`config.mk`:
```
export PLATFORM = sky130hd
export DESIGN_NAME = led_status_driver
export DESIGN_NICKNAME = d
export VERILOG_FILES = /design/src/rtl/led_status_driver.sv
export SDC_FILE = /design/constraint.sdc
export NUM_CORES = 1
export LEC_CHECK = 0
export BUFFER_PORTS_ARGS = -buffer_cell sky130_fd_sc_hd__buf_2
export CORE_MARGIN = 2
export CORE_UTILIZATION = 45
export DETAILED_ROUTE_END_ITERATION = 6
export SLEW_MARGIN = 25
export SYNTH_ARGS = -nofsm -noshare
export SYNTH_HDL_FRONTEND = slang
export SYNTH_SLANG_ARGS = --single-unit
```
`constraint.sdc`:
```
create_clock -name clk -period 5 [get_ports clk]
set_input_delay 1 -clock clk [delete_from_list [all_inputs] [get_ports clk]]
set_output_delay 1 -clock clk [all_outputs]
set_load 0.01 [all_outputs]
```
`src/rtl/led_status_driver.sv`:
```
`default_nettype none
// ============================================================================
// Module      : led_status_driver
// Description : Parametrised N-channel status-LED driver. Every channel picks
//               one of four modes from its 2-bit mode field:
//                 0 - off
//                 1 - direct      (LED follows sig, one cycle late)
//                 2 - activity    (each sig edge stretched to STRETCH_CYCLES)
//                 3 - gated blink (blinks at BLINK_HZ while sig is high)
//               An optional global PWM brightness stage sits after the mode
//               selection. The final pin drive is registered and XORed with
//               the per-channel INVERT mask so active-low LEDs are handled
//               here rather than at the board top level.
//
// Optional    : `define LED_PWM_EN to add the W_PWM parameter, the bright
//               port and the free-running PWM counter. Without it the LED is
//               simply on whenever the selected mode says so.
//
// Ports       : clk     in   1        system clock
//               rst_n   in   1        asynchronous active-low reset
//               mode    in   2*N_CH   channel i mode = mode[2*i+:2]
//               sig     in   N_CH     per-channel source, synchronous to clk
//               bright  in   W_PWM    global brightness (LED_PWM_EN only)
//               led     out  N_CH     registered LED pin drive, INVERT applied
//
// Revision    : 1.0 - initial release
// ============================================================================
module led_status_driver #(
   parameter int unsigned     N_CH           = 8,
   parameter int unsigned     CLK_HZ         = 12_000_000,
   parameter int unsigned     BLINK_HZ       = 1,
   parameter int unsigned     STRETCH_CYCLES = 240_000,
   parameter logic [N_CH-1:0] INVERT         = {N_CH{1'b0}}
`ifdef LED_PWM_EN
   ,
   parameter int unsigned     W_PWM          = 4
`endif
) (
   input  logic              clk,
   input  logic              rst_n,
   input  logic [2*N_CH-1:0] mode,
   input  logic [N_CH-1:0]   sig,
`ifdef LED_PWM_EN
   input  logic [W_PWM-1:0]  bright,
`endif
   output logic [N_CH-1:0]   led
);

   // -------------------------------------------------------------------------
   // Derived constants
   // -------------------------------------------------------------------------
   // Blink half-period in clk cycles. The prescaler counts 0..C_HALF-1.
   localparam int unsigned C_HALF = CLK_HZ / (2 * BLINK_HZ);
   // Prescaler width; at least one bit so the register always exists, even
   // for C_HALF == 1 where the phase toggles every cycle.
   localparam int unsigned C_PW   = (C_HALF > 1) ? $clog2(C_HALF) : 1;
   // Stretch counter must be able to hold STRETCH_CYCLES itself.
   localparam int unsigned C_SW   = (STRETCH_CYCLES > 0) ? $clog2(STRETCH_CYCLES + 1) : 1;

   localparam logic [C_PW-1:0] C_PRESC_LAST = C_PW'(C_HALF - 1);
   localparam logic [C_SW-1:0] C_STRETCH    = C_SW'(STRETCH_CYCLES);
   localparam logic [C_SW-1:0] C_CNT_ONE    = C_SW'(1);
   localparam logic [C_SW-1:0] C_CNT_ZERO   = '0;

   localparam logic [1:0] C_MODE_OFF    = 2'd0;
   localparam logic [1:0] C_MODE_DIRECT = 2'd1;
   localparam logic [1:0] C_MODE_ACT    = 2'd2;
   localparam logic [1:0] C_MODE_BLINK  = 2'd3;

   // -------------------------------------------------------------------------
   // State
   // -------------------------------------------------------------------------
   logic [N_CH-1:0] sig_q;                 // previous-cycle copy of sig
   logic [C_SW-1:0] cnt_q [N_CH];          // per-channel activity stretch
   logic [C_SW-1:0] cnt_d [N_CH];
   logic [C_PW-1:0] presc_q, presc_d;      // shared blink prescaler
   logic            phase_q, phase_d;      // shared blink phase
   logic [N_CH-1:0] led_q, led_d;          // registered pin drive

`ifdef LED_PWM_EN
   logic [W_PWM-1:0] pwm_cnt_q, pwm_cnt_d; // free-running PWM counter
`endif

   // -------------------------------------------------------------------------
   // Combinational helpers
   // -------------------------------------------------------------------------
   logic [N_CH-1:0] edge_det;  // any transition of sig since last cycle
   logic [N_CH-1:0] on_w;      // logical on per channel, before PWM gating
   logic [N_CH-1:0] on_gated;  // logical on after the brightness stage
   logic            pwm_en_w;  // global PWM gate for this cycle

   // Rising and falling edges both count as activity.
   always_comb begin
      edge_det = sig ^ sig_q;
   end

   // Blink prescaler: free-running and shared by all channels. It is not
   // resynchronised by mode changes, so all blinking channels stay in step.
   always_comb begin
      presc_d = presc_q;
      phase_d = phase_q;
      if (presc_q == C_PRESC_LAST) begin
         presc_d = '0;
         phase_d = ~phase_q;
      end else begin
         presc_d = presc_q + C_PW'(1);
      end
   end

   // Stretch counters run in every mode. That way a channel switched into
   // activity mode immediately shows any edge seen in the last few cycles.
   always_comb begin
      for (int i = 0; i < N_CH; i++) begin
         cnt_d[i] = cnt_q[i];
         if (edge_det[i]) begin
            // Retrigger: a new edge always reloads, extending the on-time.
            cnt_d[i] = C_STRETCH;
         end else if (cnt_q[i] != C_CNT_ZERO) begin
            cnt_d[i] = cnt_q[i] - C_CNT_ONE;
         end
      end
   end

   // Per-channel mode selection.
   // Activity mode: the edge term covers the first on-cycle (the counter is
   // only loaded at that edge), and "cnt > 1" covers the remaining
   // STRETCH_CYCLES-1 cycles, so an isolated edge yields exactly
   // STRETCH_CYCLES cycles of on-time.
   always_comb begin
      on_w = '0;
      for (int i = 0; i < N_CH; i++) begin
         case (mode[2*i +: 2])
            C_MODE_OFF:    on_w[i] = 1'b0;
            C_MODE_DIRECT: on_w[i] = sig[i];
            C_MODE_ACT:    on_w[i] = edge_det[i] | (cnt_q[i] > C_CNT_ONE);
            C_MODE_BLINK:  on_w[i] = sig[i] & phase_q;
            default:       on_w[i] = 1'b0;
         endcase
      end
   end

`ifdef LED_PWM_EN
   // Brightness stage. All-ones bright forces the gate open so full
   // brightness is truly 100% instead of (2^W_PWM-1)/2^W_PWM.
   always_comb begin
      pwm_cnt_d = pwm_cnt_q + W_PWM'(1);
      pwm_en_w  = (&bright) | (pwm_cnt_q < bright);
   end
`else
   always_comb begin
      pwm_en_w = 1'b1;
   end
`endif

   always_comb begin
      on_gated = on_w & {N_CH{pwm_en_w}};
      led_d    = on_gated ^ INVERT;
   end

   // -------------------------------------------------------------------------
   // Registers
   // -------------------------------------------------------------------------
   // Reset drives every LED to its logical-off level straight away, without
   // waiting for a clock edge.
   always_ff @(posedge clk or negedge rst_n) begin
      if (!rst_n) begin
         sig_q   <= '0;
         presc_q <= '0;
         phase_q <= 1'b0;
         led_q   <= INVERT;
         for (int i = 0; i < N_CH; i++) begin
            cnt_q[i] <= '0;
         end
      end else begin
         sig_q   <= sig;
         presc_q <= presc_d;
         phase_q <= phase_d;
         led_q   <= led_d;
         for (int i = 0; i < N_CH; i++) begin
            cnt_q[i] <= cnt_d[i];
         end
      end
   end

`ifdef LED_PWM_EN
   always_ff @(posedge clk or negedge rst_n) begin
      if (!rst_n) begin
         pwm_cnt_q <= '0;
      end else begin
         pwm_cnt_q <= pwm_cnt_d;
      end
   end
`endif

   assign led = led_q;

endmodule
`default_nettype wire

```
* After elaboration in Yosys (flattened, before gate mapping) *
Index checks and enable logic that the tools add are counted.

word-level totals
  register bits = 184
  output and inout bits = 8
  word-level logic and storage cells = 121

cells by class
  $add $sub $neg = 9
  $lt $le $gt $ge = 8
  equality and inequality tests = 25
  multiplexer cells = 25
  bitwise gates (word level) = 18
  reductions and logical operators = 24

operators by type and width
  operator                                                                          number
  18-bit 2-to-1 mux                                                                 16
  18-bit by 1-bit greater-than comparator with 1-bit output, second input constant  8
  18-bit nonzero test                                                               8
  18-bit by 1-bit subtractor with 18-bit output, second input constant              8
  2-bit equality test, second input constant                                        16
  1-bit case mux with 4 select lines                                                8
  23-bit by 1-bit adder with 23-bit output, second input constant                   1
  23-bit equality test, second input constant                                       1
  23-bit 2-to-1 mux                                                                 1
  2-bit by 1-bit equality test with 1-bit output, second input constant             8
  2-bit zero test                                                                   8
  2-bit nonzero test                                                                8
  1-bit AND                                                                         8
  1-bit bitwise OR                                                                  8
  8-bit XOR                                                                         1
  1-bit inverter                                                                    1

* Longest topological paths before layout *
Gate-level depths: netlist (run 1).

  depth in word-level cells = 3
  depth in mapped cells = 8
  gate-level depth less buffers = 7

* Worst setup path before layout (run 1) *
Ideal clock, no wire load.

  path type = input -> register
  from = input port sig[5]
  to = register cnt_q[44] in the netlist's numbering
  library setup time = 0.124 ns
  arrival = 2.450 ns
  data required time = 4.876 ns
  slack = 2.426 ns
  stages on the path = 6
  cells stage by stage = xnor2_1 -> nand3_1 -> or3_1 -> clkbuf_1 -> a211o_1 -> o31a_1

between the ends
  longest elaborated chain between the ends = 2

ends and longest elaborated chain
  element                                                  RTL line  text
  start: declaration                                       42        input logic [N_CH-1:0] sig,
  8-bit XOR *                                              94        edge_det = sig ^ sig_q;
  18-bit 2-to-1 mux or 2-bit nonzero test (tied branches)  n/a
  end signal: indexed assignment                           180       cnt_q[i] <= cnt_d[i];
  end: declaration                                         74        logic [C_SW-1:0] cnt_q [N_CH];

Every way passes the cells marked *; elsewhere a longest branch is shown, timed or not.
A chain may end at the register's enable or synchronous reset.

* Worst setup path in the final report (run 1) *
  from = input port sig[5]
  to = register cnt_q[51] in the netlist's numbering

The elaborated chain is that of the path after synthesis.

==> results of run 1 <==
==> synth_stat cells (22+ instances only) <==
master	number
nand2_1	66
dfrtp_1	184
nand3_1	53
clkbuf_1	26
ha_1	25
nor2_1	120
o21ai_0	58
xnor2_1	31
a21oi_1	33
nor4_1	36
inv_1	22
nor3_1	39
xor2_1	80
==> metal layers <==
layer,GRT usage,up-vias
li1,-,3620
met1,0.250,3469
met2,0.284,76
met3,0.0323,20
met4,0.0575,0
met5,0,-
==> layout make-up <==
class	count	area (um2)	area share
multi-input cells	760	4800	0.452
flip-flops and latches	184	4600	0.433
clock buffers	19	443	0.0417
well taps	275	344	0.0324
repair buffers	35	201	0.0190
clock inverters	12	153	0.0144
inverters	22	82.6	0.00777
==> registers in the layout (all words and copies together), names as in the netlist <==
signal   flops
led          8
phase_q      1
cnt_q      144
sig_q        8
presc_q     23
==> worst max-delay path, cell delays in order <==
cell,delay [ps]
buf_2,140
xnor2_1,680
nand3_1,140
nor3_1,830
or3_1,210
nand3_1,70
==> where the power goes <==
part / switching [mW] / internal, mW
clock: 0.583 / 0.795
combinational: 0.490 / 0.354
sequential: 0.212 / 1.68
==> cell families after synthesis <==
kind of cell    Yosys count  share of synthesized area
fa+ha+maj                25                     0.0326
simple gates            459                      0.253
mux                       6                    0.00627
xor+xnor                111                      0.101
flops                   184                      0.481
buf+inv                  52                     0.0215
compound gates          159                      0.104
==> worst paths after layout <==
check | to | slack [ps]
max | cnt_q[51] | 2220
min | presc_q[4] | 480
max in group asynchronous | cnt_q[94] | 3410
min reg2reg | presc_q[4] | 480
min in group asynchronous | cnt_q[76] | 630
max reg2reg | cnt_q[51] | 2490
==> impl_metrics.yaml, run 1 <==
synthesis:
  synth_seq_area_share: 0.481
  synth.distinct_cells: 57
  avgSynthCellArea_um2: 9.62
  ys_seq_elements: 184
  synth_top_area_cell: "dfrtp_1"
  ys.flop_type: "dfrtp_1"
  async_flop_share: 1.00
  synth_top_area_frac: 0.481
  synth_edf_count: 0
  syn_nets: 1047
  syn_inst: 996
  netlist_area_um2: 9580
  synth_area_leaders: "dfrtp_1 48%, xor2_1 7.3%, nor2_1 4.7%"
  ys_warn_count: 0
floorplanning:
  core_um2: 21000
  die_x_um: 150
  die_h_um: 150
  pin_count: 34
  rows: 53
  start_util: 0.457
  dieArea_um2: 22500
timing:
  grt_setup_unrepaired: "false"
  drv_slew: 0
  period_share: 0.557
  setup_ws_ps: 2220
  setup-violations-final: 0
  min_period_ps: 2780
  relSlewSlack: 0.338
  finalSetupTns_ps: 0
  fin_skew_ps: 7.50
  worst_pin_slew_ps: 990
  clock.fmax_mhz: 359
  final_hold_viol_count: 0
  hold_ws_ps: 483
finish:
  final_util: 0.507
  n_antenna_cell: 0
  areaGrowthSynthToFinish_pct: 10.9
  final_common_cell: "dfrtp_1"
  final_cell_area_um2: 10600
  final_layout_size_suffix_gt1_frac: 0.0872
  final_cells: 1307
  layout.nets: 1071
  layout_common_cells: "184 x dfrtp_1, 120 x nor2_1, 77 x xor2_1, 66 x nand2_1, 58 x o21ai_0"
  num-fill-cells: 1978
worst_setup_path:
  crit_path_end_kind: "register"
  r2r_start: "cnt_q[44]"
  crit_required_ps: 5280
  path_class: "primary input to register"
  ff2ff_path_depth: 5
  startpoint_type: "primary input"
  critPathMaxFanout: 11
  arrival_ps: 3060
  critPathLaunch: "sig[5]"
status:
  outcome: "completed"
routing:
  drcViolationCount: 0
  top_layer: "met4"
  drt_iter0_drc: 356
  postRouteAntennaNets: 0
  vias: 7185
  avgViaCountPerCell: 5.50
  wl_met3_um: 461
  wl_per_cell_um: 14.4
  wirelength_um: 18900
  drt_pass1_iterations: 5
  routed-wl-met2_um: 8530
  wl_met1_um: 9630
power:
  leakage_nw: 4.14
  cellPowerDensity_nw_per_um2: 387
  p_total_mw: 4.11
  ir_worst_vdd_v: 0.000204
clocking:
  root_buffer: "clkbuf_16"
  path_clk_slew_ps: 70
  cts_setup_buffers: 0
  cts_sinks: 184
  clk_path_buf_depth: 2
  cts_tree: "built"
  cts.hold.buffers_added: 0
  htree_levels: 4
  ctsResizeCount: 0
  clock_latency_ps: 440
  cts_buffers: 17
worst_hold_path:
  hp-class: "register to register"
  hold_depth: 1
  hold_start: "presc_q[4]"
global_routing:
  grt_pass1_wl_um: 33000
  grt.overflow.total: 0
  grt_max_degree: 94
  antenna_found_initial: 0
  grt_use_total: 0.179
  grt_pass1_vias: 6833
place:
  dpl_worst_slack_ps: 1800
  place_inst: 1276
  gp_congestion: 0.779
  dp_hpwl_um: 12500
  place_area_um2: 10000
  place.port_buffers: 33
job:
  cap_violations: 0
Note: power is estimated with default switching activity, not from simulation.
==> run 2: changes to the inputs <==
- clock period: 5 -> 2.9 ns (I/O delays scaled with it)
==> run 2 against run 1 <==
Non-clock buffer count grew 24. Cell count grew 1.8%. Critical endpoint is now cnt_q[73]. Largest cell class unchanged. Critical path type is now register to register. Design area grew 1.4%. Wire length shrank 0.84%.
==> impl_metrics.yaml, run 2 (synthesized netlist as in run 1, its figures left out) <==
clocking:
  clock_latency_ps: 430
  cts_sinks: 184
  root_buffer: "clkbuf_16"
  clk_path_buf_depth: 2
  cts_buffers: 17
  cts_setup_buffers: 0
  htree_levels: 4
  cts.hold.buffers_added: 0
  ctsResizeCount: 0
  path_clk_slew_ps: 70
  cts_tree: "built"
routing:
  wirelength_um: 18700
  wl_per_cell_um: 14.1
  vias: 7164
  drt_pass1_iterations: 4
  avgViaCountPerCell: 5.38
  drcViolationCount: 0
  postRouteAntennaNets: 0
  drt_iter0_drc: 318
finish:
  n_antenna_cell: 0
  regMostFlops: "cnt_q"
  areaGrowthSynthToFinish_pct: 12.5
  layout.nets: 1095
  reg_top3: "cnt_q (144), presc_q (23)"
  final_layout_size_suffix_gt1_frac: 0.106
  largest_reg_flops: 144
  final_util: 0.514
  num-fill-cells: 1955
  layout_common_cells: "184 x dfrtp_1, 120 x nor2_1, 80 x xor2_1, 66 x nand2_1, 58 x o21ai_0"
  final_common_cell: "dfrtp_1"
worst_setup_path:
  startpoint_type: "register"
  critPathLaunch: "cnt_q[79]"
  arrival_ps: 2760
  r2r_start: "cnt_q[79]"
  crit_required_ps: 3230
  r2r-end: "cnt_q[73]"
  ff2ff_setup_slack_ps: 470
  path_class: "register to register"
  cp-endpoint: "cnt_q[73]"
  critPathMaxFanout: 12
  ff2ff_path_depth: 4
  crit_path_end_kind: "register"
floorplanning:
  core_um2: 21000
  die_h_um: 150
  rows: 53
  dieArea_um2: 22500
  die_x_um: 150
  pin_count: 34
  start_util: 0.457
timing:
  worst_pin_slew_ps: 940
  finalSetupTns_ps: 0
  setup_ws_ps: 466
  setup-violations-final: 0
  min_period_ps: 2430
  drv_slew: 0
  grt_setup_unrepaired: "false"
  clock.fmax_mhz: 411
  fin_skew_ps: 7.09
  final_hold_viol_count: 0
  hold_ws_ps: 138
  relSlewSlack: 0.371
  period_share: 0.839
place:
  dpl_worst_slack_ps: 485
  dp_hpwl_um: 13100
  place.port_buffers: 33
  gp_congestion: 0.777
power:
  p_total_mw: 7.03
  cellPowerDensity_nw_per_um2: 652
  ir_worst_vdd_v: 0.000371
  leakage_nw: 4.24
global_routing:
  grt_max_degree: 70
  grt_pass1_vias: 6863
  grt.overflow.total: 0
  grt_pass1_wl_um: 33100
  grt_use_total: 0.180
  antenna_found_initial: 1
job:
  cap_violations: 0
status:
  outcome: "completed"
worst_hold_path:
  hp-class: "primary input to async pin"
## run 2: power by group
group / switching, mW / internal (mW)
sequential: 0.360 / 2.89
clock: 1.00 / 1.29
combinational: 0.840 / 0.644
total: 2.20 / 4.83
## run 2: worst max-delay path, cell delays in order, from the launching register on
cell and delay [ps]:
dfrtp_1 390, or4_4 570, or4b_1 700, or2_0 390, a211oi_1 280
## run 2: stage by stage
| step | instances | cell area (um2) |
|---|---|---|
| 6_report | 1331 | 10800 |
| 5_1_grt | 1331 | 10800 |
| 2_1_floorplan | 996 | 9580 |
| 3_5_place_dp | 1300 | 10200 |
| 3_3_place_gp | 1300 | 10200 |
| 4_1_cts | 1331 | 10800 |
## run 2: metal layers
layer	vias up	share of wire	track usage
met5	-	0	0
met4	0	0.012	0.0524
met3	17	0.027	0.0311
met2	80	0.45	0.278
met1	3396	0.51	0.261
li1	3671	-	-
## run 2: area by class of cell
type	instances	area, um2	share of cell area
Multi-Input combinational cell	760	4780	0.443
Sequential cell	184	4600	0.427
Clock buffer	18	439	0.0408
Timing Repair Buffer	59	382	0.0354
Tap cell	275	344	0.0319
Clock inverter	13	148	0.0137
Inverter	22	82.6	0.00766
## run 2: how the worst min path moves through the flow
stage | end | start | cells past startpoint | slack, ps
4_1_cts | cnt_q[79] | rst_n | 1 | 160
5_1_grt | cnt_q[76] | rst_n | 1 | 170
6_report | cnt_q[79] | rst_n | 1 | 140
3_5_place_dp | presc_q[4] | presc_q[4] | 1 | 470
2_1_floorplan | cnt_q[0] | rst_n | 0 | 280
3_3_place_gp | presc_q[4] | presc_q[4] | 1 | 470
==> run 3: changes to the inputs <==
- ABC_AREA: unset -> 1
- clock period: 2.9 -> 2.6 ns (I/O delays scaled with it)
==> run 3 against run 2 <==
Via count is 37% higher. Cell count is 51% higher. First-iteration DRC count is 90% higher. Utilization is 0.66 points lower. Setup slack better by 420 ps. Flip-flop and latch count stayed put. Highest routed layer unchanged. Clock power is 18% higher.
==> impl_metrics.yaml, run 3 <==
status:
  outcome: "completed"
job:
  cap_violations: 0
finish:
  final_common_cell: "nand2_1"
  layout.nets: 1712
  final_cells: 2004
  areaGrowthSynthToFinish_pct: 11.0
  layout_common_cells: "391 x nand2_1, 299 x nor2_1, 216 x inv_1, 184 x dfrtp_1, 154 x nand3_1"
  largest_reg_flops: 144
  regMostFlops: "cnt_q"
  n_antenna_cell: 0
  reg_top3: "cnt_q (144), presc_q (23)"
  final_layout_size_suffix_gt1_frac: 0.122
  num-fill-cells: 2505
synthesis:
  synth_xor_area_frac: 0.0292
  syn_nets: 1659
  muxShareOfSynthArea: 0
  synth-adder-area-share: 0.0272
  syn_inst: 1608
  async_flop_share: 1.00
  synth.distinct_cells: 38
  synth_top_area_cell: "dfrtp_1"
  avgSynthCellArea_um2: 7.14
  synth_edf_count: 0
  ys.flop_type: "dfrtp_1"
  synth_top_family_by_area: "simple AND/OR/NAND/NOR gates"
  synthSimpleGateAreaFrac: 0.427
  ys_warn_count: 0
  ys_seq_elements: 184
  synth_seq_area_share: 0.401
  synth_compound_area_frac: 0.0355
  synth_most_common_cell: "nand2_1"
  synth_common_cells: "391 x nand2_1, 299 x nor2_1, 216 x inv_1, 184 x dfrtp_1, 154 x nand3_1"
  synth_top_area_frac: 0.401
  netlist_area_um2: 11500
  synth_area_leaders: "dfrtp_1 40%, nand2_1 13%, nor2_1 9.8%"
worst_setup_path:
  crit_path_end_kind: "register"
  critPathMaxFanout: 9
  path_class: "register to register"
  arrival_ps: 2040
  ff2ff_path_depth: 7
  crit_required_ps: 2920
  startpoint_type: "register"
timing:
  setup-violations-final: 0
  grt_setup_unrepaired: "false"
  fin_skew_ps: 10.6
  worst_pin_slew_ps: 591
  final_hold_viol_count: 0
  setup_ws_ps: 882
  hold_ws_ps: 44.3
  min_period_ps: 1720
  clock.fmax_mhz: 582
  drv_slew: 0
  finalSetupTns_ps: 0
  relSlewSlack: 0.606
  period_share: 0.661
routing:
  wl_per_cell_um: 12.3
  drt_iter0_drc: 603
  vias: 9827
  drcViolationCount: 0
  drt_pass1_iterations: 5
  postRouteAntennaNets: 0
  avgViaCountPerCell: 4.90
  wirelength_um: 24600
floorplanning:
  dieArea_um2: 26800
  pin_count: 34
  rows: 58
  die_h_um: 164
  core_um2: 25100
  die_x_um: 164
  start_util: 0.457
clocking:
  cts_tree: "built"
  htree_levels: 4
  root_buffer: "clkbuf_16"
  path_clk_slew_ps: 70
  clock_latency_ps: 430
  cts_buffers: 17
  cts.hold.buffers_added: 0
  cts_setup_buffers: 0
  ctsResizeCount: 0
  clk_path_buf_depth: 2
  cts_sinks: 184
place:
  place.port_buffers: 33
  place_inst: 1972
  dpl_worst_slack_ps: 799
  dp_hpwl_um: 18400
  gp_congestion: 0.856
global_routing:
  grt_pass1_wl_um: 43500
  grt_max_degree: 59
  antenna_found_initial: 0
  grt_use_total: 0.196
  grt.overflow.total: 0
  grt_pass1_vias: 9416
power:
  cellPowerDensity_nw_per_um2: 675
  ir_worst_vdd_v: 0.000384
  leakage_nw: 6.40
worst_hold_path:
  hp-class: "primary input to async pin"
[run 3: cell count changes in the layout (fill, tap and decap cells not counted), sizes merged, moves of 19 or more]
cell,change
or4,-24
xnor2,-19
xor2,-61
inv,+210
or3,-22
nand2,+334
nand3,+112
nor3,-24
nor2,+236
nand4,+52
o21ai,-21
nor4,-36
[run 3: kinds of logic after synthesis]
family / after synthesis
compound gates: 73
xor+xnor: 31
fa+ha+maj: 25
buf+inv: 243
flops: 184
simple gates: 1052
[run 3: stage by stage]
stage	total power [mW]	utilization	instance area, um2
after floorplan	5.36	-	11500
after global placement	5.91	0.483	12100
after detailed placement	5.94	0.483	12100
after CTS	8.71	0.508	12700
after global routing	9.23	0.508	12700
final	8.60	0.508	12700
[run 3: final cells by class]
cell class,instances,area (um2),share of cell area
clock buffer,20,457,0.0358
clock inverter,12,164,0.0129
inverter,234,878,0.0689
multi-input combinational,1181,5960,0.467
sequential,184,4600,0.361
tap,330,413,0.0324
timing repair buffer,43,274,0.0215
[run 3: final timing paths]
| check | startpoint | slack, ps | to |
|---|---|---|---|
| max | cnt_q[90] | 880 | cnt_q[94] |
| min | rst_n | 40 | cnt_q[117] |
| max reg2reg | cnt_q[90] | 880 | cnt_q[94] |
| min reg2reg | cnt_q[37] | 500 | cnt_q[37] |
| max in group asynchronous | rst_n | 1840 | sig_q[4] |
| min in group clk | sig[7] | 260 | sig_q[7] |
[run 3: report_power, final]
part	internal [mW]	switching, mW	total (mW)
clock	1.58	1.13	2.71
combinational	0.806	1.52	2.33
sequential	3.20	0.370	3.57
[run 3: layer usage]
layer | track usage | wire length [um] | share of wire
met5 | 0 | 0 | 0
met1 | 0.274 | 12500 | 0.51
met3 | 0.0255 | 562 | 0.023
met2 | 0.328 | 11400 | 0.46
met4 | 0.0375 | 167 | 0.0068
[run 3: worst max-delay path: stages, from the launching register on]
cell,delay (ps)
dfrtp_1,390
clkinv_1,240
ha_1,360
nand2_1,140
inv_1,90
or2_2,270
nand4_1,80
inv_1,40
